$ cat src/rtl/kdw_loader.sv
`default_nettype none
// ============================================================================
// Module      : kdw_loader (with ram_pkg)
// Description : Streams depthwise-kernel weights from a DMA valid/ready
//               stream into RAM_KDW, starting at a given base address and
//               wrapping at the end of the RAM.
// Revision    : 1.0 - initial release
// ============================================================================

package ram_pkg;
  localparam int KDW_N_ELEM = 16;
  localparam int WG_W       = 8;
endpackage

module kdw_loader #(
  parameter int N_ELEM = ram_pkg::KDW_N_ELEM,
  parameter int DATA_W = ram_pkg::WG_W
) (
  input  logic                        clk,
  input  logic                        rst_n,
  input  logic                        start,
  input  logic [$clog2(N_ELEM)-1:0]   base,
  input  logic [$clog2(N_ELEM+1)-1:0] count,
  input  logic                        abort,
  input  logic                        in_valid,
  input  logic [DATA_W-1:0]           in_data,
  output logic                        in_ready,
  output logic [$clog2(N_ELEM)-1:0]   ram_addr,
  output logic [DATA_W-1:0]           ram_data,
  output logic                        ram_write,
  output logic                        busy,
  output logic                        done,
  output logic                        err
);

  localparam int AW = $clog2(N_ELEM);
  localparam int CW = $clog2(N_ELEM + 1);

  localparam logic [AW-1:0] C_LAST_ADDR = AW'(N_ELEM - 1);
  localparam logic [AW-1:0] C_PTR_ONE   = AW'(1);
  localparam logic [CW-1:0] C_N_ELEM    = CW'(N_ELEM);
  localparam logic [CW-1:0] C_CNT_ONE   = CW'(1);

  typedef enum logic [1:0] {
    IDLE = 2'd0,
    LOAD = 2'd1,
    FIN  = 2'd2
  } state_t;

  state_t          r_state;
  state_t          w_next;
  logic [AW-1:0]   r_ptr;
  logic [CW-1:0]   r_remaining;
  logic            r_err;
  logic            w_xfer;
  logic            w_accept;
  logic            w_bad_count;

  // A start is only meaningful while idle; later starts are dropped.
  assign w_accept    = (r_state == IDLE) && start;
  assign w_bad_count = (count > C_N_ELEM);

  assign in_ready = (r_state == LOAD) && !abort;
  assign w_xfer   = in_ready && in_valid;
  assign busy     = (r_state != IDLE);
  // FIN is entered on the same edge that registers the final write.
  assign done     = (r_state == FIN);
  assign err      = r_err;

  // State register.
  always_ff @(posedge clk or negedge rst_n) begin
    if (!rst_n) begin
      r_state <= IDLE;
    end else begin
      r_state <= w_next;
    end
  end

  // Next-state decode: zero or oversize counts skip straight to FIN.
  always_comb begin
    w_next = r_state;
    case (r_state)
      IDLE: begin
        if (start) begin
          if ((count == '0) || w_bad_count) begin
            w_next = FIN;
          end else begin
            w_next = LOAD;
          end
        end
      end
      LOAD: begin
        if (abort) begin
          w_next = IDLE;
        end else if (w_xfer && (r_remaining == C_CNT_ONE)) begin
          w_next = FIN;
        end
      end
      FIN:     w_next = IDLE;
      default: w_next = IDLE;
    endcase
  end

  // Pointer, remaining count, error flag and the registered RAM write port.
  always_ff @(posedge clk or negedge rst_n) begin
    if (!rst_n) begin
      r_ptr       <= '0;
      r_remaining <= '0;
      r_err       <= 1'b0;
      ram_write   <= 1'b0;
      ram_addr    <= '0;
      ram_data    <= '0;
    end else begin
      if (w_accept) begin
        r_ptr       <= base;
        r_remaining <= count;
        r_err       <= w_bad_count;
      end else if (w_xfer) begin
        r_remaining <= r_remaining - C_CNT_ONE;
        // Explicit wrap so non-power-of-two depths stay in range.
        r_ptr       <= (r_ptr == C_LAST_ADDR) ? '0 : (r_ptr + C_PTR_ONE);
      end
      ram_write <= w_xfer;
      if (w_xfer) begin
        ram_addr <= r_ptr;
        ram_data <= in_data;
      end
    end
  end

endmodule

`default_nettype wire

$ cat config.mk
export PLATFORM = sky130hd
export DESIGN_NAME = kdw_loader
export DESIGN_NICKNAME = d
export VERILOG_FILES = /design/src/rtl/kdw_loader.sv
export SDC_FILE = /design/constraint.sdc
export NUM_CORES = 1
export LEC_CHECK = 0
export BUFFER_PORTS_ARGS = -buffer_cell sky130_fd_sc_hd__buf_4
export CORE_MARGIN = 1
export CORE_UTILIZATION = 37
export DETAILED_ROUTE_END_ITERATION = 8
export SLEW_MARGIN = 20
export SYNTH_ARGS = -nofsm -noshare
export SYNTH_HDL_FRONTEND = slang
export SYNTH_SLANG_ARGS = --single-unit
$ cat constraint.sdc
create_clock -name clk -period 4.2 [get_ports clk]
set_clock_uncertainty 0.1 [all_clocks]
set_input_delay 0.84 -clock clk [delete_from_list [all_inputs] [get_ports clk]]
set_output_delay 0.84 -clock clk [all_outputs]
set_load 0.1 [all_outputs]
* Yosys cells after proc, flatten, opt, wreduce, memory -nomap -nowiden
Cells that the tools add are included.
** Word-level totals
- Register bits :: 25
- Bits of input ports :: 22
- Output and inout port bits :: 17
** Cells by class
- Add/sub/neg operators :: 2
- Order comparisons :: 1
- Eq/ne operators :: 6
- Multiplexer cells :: 10
- Reductions and logical operators :: 11
** Operators by type and width (count)
- 2-to-1 mux 4 bit :: 3
- 2-to-1 mux 5 bit :: 2
- 2-to-1 mux 2 bit :: 4
- == test 5 x 1 -> 1 bit (second input constant) :: 1
- greater-than comparator 5 bit (second input constant) :: 1
- logical NOT 5 bit :: 1
- subtractor 5 x 1 -> 5 bit (second input constant) :: 1
- adder 4 x 1 -> 4 bit (second input constant) :: 1
- == test 4 bit (second input constant) :: 1
- logical AND 1 bit :: 4
- case mux 2 bit (2 select lines) :: 1
- nonzero test 2 bit :: 2
- != test 3 x 2 -> 1 bit (second input constant) :: 1
- == test 2 x 1 -> 1 bit (second input constant) :: 1
- == test 2 bit (second input constant) :: 1
- logical NOT 2 bit :: 1
- != test 2 bit (second input constant) :: 1
- AND reduction 2 bit :: 1
- logical NOT 1 bit :: 1
- logical OR 1 bit :: 1

* Depth between registers and ports, before layout
- Depth in word-level cells :: 7
- Mapped depth :: 7
- Gate-level depth less buffers :: 4

* Worst setup path after synthesis
Ideal clock, no wire load.
- Kind :: input-to-output
- From :: in abort
- To :: out in_ready
- Arrival time :: 1.584 ns
- Required time :: 3.260 ns
- Slack :: 1.676 ns
- Stages on the path :: 3
- Buffers on the path :: 0
- Cell sequence :: nor2_1 -> nand2_1 -> inv_1
** Between the ends
- Longest elaborated chain between the ends :: 2
** Ends and longest elaborated chain
- start: declaration :: RTL line 24 : input logic abort,
- logical NOT 1 bit :: RTL line 63 : assign in_ready = (r_state == LOAD) && !abort;
- logical AND 1 bit :: RTL line 63
- end: declaration :: RTL line 27 : output logic in_ready,
Every way passes these cells.

* Worst setup path after layout
Same ends and word-level chain as after synthesis.

==> results.yml <==
status:
  status: "finished, final reports clean"
placement:
  numPortBuffers: 38
  gp_congestion: 0.759
  dp_hpwl_um: 1780
  dp_slack_ns: 1.66
drt:
  drt-met1-wl_um: 1180
  drt-wirelength-per-cell_um: 12.1
  drt_iter0_markers: 52
  wl_met3_um: 118
  wl_met2_um: 1190
  maxUsedRoutingLayer: "met4"
  via_per_inst: 4.93
  wl_um: 2500
  ant_nets: 0
  num_vias: 1021
  drc: 0
  dr.pass1.iters: 4
yosys:
  netlist_instances: 126
  syn-num-nets: 152
  synth-simple-area-share_pct: 25.6
  synth_fa_ha_area_share_pct: 4.19
  ys_ff_latch: 25
  synth_compound_area_share_pct: 10.3
  synth.top_cell.area_share_pct: 52.4
  synth_top_area_cell: "dfrtp_1"
  synthArstFlopShare_pct: 100
  synth.area.mux_share_pct: 2.62
  synth_most_common_cell: "nand2_1"
  yosysWarnings: 0
  synthXorXnorAreaFrac_pct: 0
  synth_top_family_by_area: "simple AND/OR/NAND/NOR gates"
  yosysUniqueCellTypes: 32
  syn_area_um2: 1190
  syn_avg_cell_area_um2: 9.47
  synthTopCellsByCount: "nand2_1, dfrtp_1, nor2_1"
  yosysSeqAreaShare_pct: 52.4
  synth_edf_count: 0
  synthTopCellsByArea: "dfrtp_1, nand2_1, a221o_1"
  synthFlopType: "dfrtp_1"
floorplanning:
  row_count: 20
  die_h_um: 58.8
  start_util_pct: 39.1
  die-area_um2: 3460
  num_io_pins: 39
  core-area_um2: 3050
  die_w_um: 58.8
power_and_ir_drop:
  powerDensity_nw_per_um2: 782
  ir_worst_vdd_mv: 0.306
  comb_power_share_pct: 59.0
  p_sw_w: 0.000679
  clock_power_share_pct: 8.9
  pwr-share-seq_pct: 32.1
  p_sw_share_pct: 56.5
  leakagePower_nw: 0.810
  p_int_w: 0.000521
global_route:
  grt_overflow_total: 0
  grtUsageTotal_pct: 16.2
  grt_max_degree: 26
  antenna_found_initial: 0
  grt_pass1_wl_um: 4230
  grt_pass1_vias: 948
final_layout:
  nets: 190
  antennaDiodeCount: 0
  area_delta_synth_final_pct: 28.6
  drive_gt1_share_pct: 30.1
setup_path:
  cp-end-kind: "output port"
  crit_arrival_ns: 1.46
  timing.reg2reg.setup_slack_ns: 2.19
  cp.required_ns: 3.26
  crit_fanout: 2
  path_buf_inv: 3
  max_stage_delay_ns: 0.28
  critPathLaunchType: "primary input"
  path_class: "in -> out"
  cpMaxStageDelayCell: "buf_4"
  critical_path.cell_chain: "buf_4, nor2_1, nand2_1, inv_1, buf_4"
  rr_endpoint: "r_remaining[3]$_DFFE_PN0P_"
  cpMostUsedCell: "buf_4"
  rr_startpoint: "r_state[1]$_DFFE_PN0P_"
  cpLargestDelayFamily: "buffers and inverters"
  rr_worst_depth: 5
timing:
  setup-tns-final_ns: 0
  worst_slew_pin_slew_ns: 0.324
  slew_headroom_pct: 78.4
  grt_setup_unrepaired: "false"
  setup_viol: 0
  fin_crit_ns: 2.40
  finalHoldWorstSlack_ns: 0.297
  postLayoutSetupSlackWorst_ns: 1.80
  finalCritPeriodShare_pct: 57.2
  fmax_mhz: 416
  slew_violations: 0
  hold_viol_final: 0
clocking:
  ctsResizeCount: 0
  cts_tree: "done"
  clockBufferDepth: 2
  clkTransAtPathRegs_ns: 0.14
  postCtsSetupBuffers: 0
  root_buffer: "clkbuf_4"
  ctsHoldBuffers: 0
  cts_buffers: 3
  numClockSinks: 25
  cts.htree.levels: 1
  insertion_delay_ns: 0.31
worst_hold_path:
  hp-class: "in -> async"
run:
  maxCapViolCount: 0
[through the flow]
stage | area, um^2 | util (%) | total power [W] | std cells
after detailed placement | 1510 | 49.4 | 0.00110 | 203
after CTS | 1540 | 50.3 | 0.00121 | 207
after floorplan | 1190 | - | 0.000945 | 126
final | 1540 | 50.3 | 0.00120 | 207
after global placement | 1510 | 49.4 | 0.00109 | 203
after global routing | 1540 | 50.3 | 0.00126 | 207
[registers in the layout (all words and copies together), names as in the netlist]
name / flops
r_ptr: 4
ram_addr: 4
r_state: 2
err: 1
ram_data: 8
ram_write: 1
r_remaining: 5
[power by group through the flow]
stage	Clock (W)	Combinational [W]	Sequential [W]
after floorplan	0	0.000166	0.000779
after global placement	0	0.000705	0.000388
after detailed placement	0	0.000712	0.000390
after CTS	0.000111	0.000713	0.000385
after global routing	0.000119	0.000742	0.000398
final	0.000107	0.000708	0.000385
[metal layers]
metal  vias up  global-route usage (%)
met3         2                    3.08
met5         -                       0
met2        31                    27.4
li1        501                       -
met4         0                    5.10
met1       487                    20.9
[layout by cell type (no fill, tap or decap), types with 2 or more instances in the layout]
cell,n
a21oi_1,2
a221o_1,5
a31oi_1,2
buf_4,40
clkbuf_4,3
dfrtp_1,25
ha_1,4
inv_1,4
mux2i_1,2
nand2_1,44
nand3_1,4
nor2_1,6
nor3_1,2
nor3b_1,2
[kinds of logic after synthesis]
logic type                 Yosys count
adders and majority gates            4
buffers and inverters               12
muxes                                3
and+or+nand+nor                     67
AOI/OAI and AO/OA                   15
DFF                                 25
[worst max-delay path by stage]
stage | start | end | slack [ns] | cells after the start
final | abort | in_ready | 1.80 | 5
after global routing | abort | in_ready | 1.71 | 5
after CTS | abort | in_ready | 1.79 | 5
after detailed placement | abort | r_remaining[3]$_DFFE_PN0P_ | 1.66 | 6
after global placement | abort | r_remaining[3]$_DFFE_PN0P_ | 1.71 | 6
after floorplan | abort | in_ready | 1.68 | 3
[final cells by class]
| class | count | area [um^2] |
|---|---|---|
| fillers | 309 | 1520 |
| well taps | 44 | 55.1 |
| repair buffers | 40 | 300 |
| flip-flops and latches | 25 | 626 |
| clock buffers | 4 | 26.3 |
| multi-input cells | 89 | 509 |
| inverters | 5 | 18.8 |
Note: power is estimated with default switching activity, not from simulation.
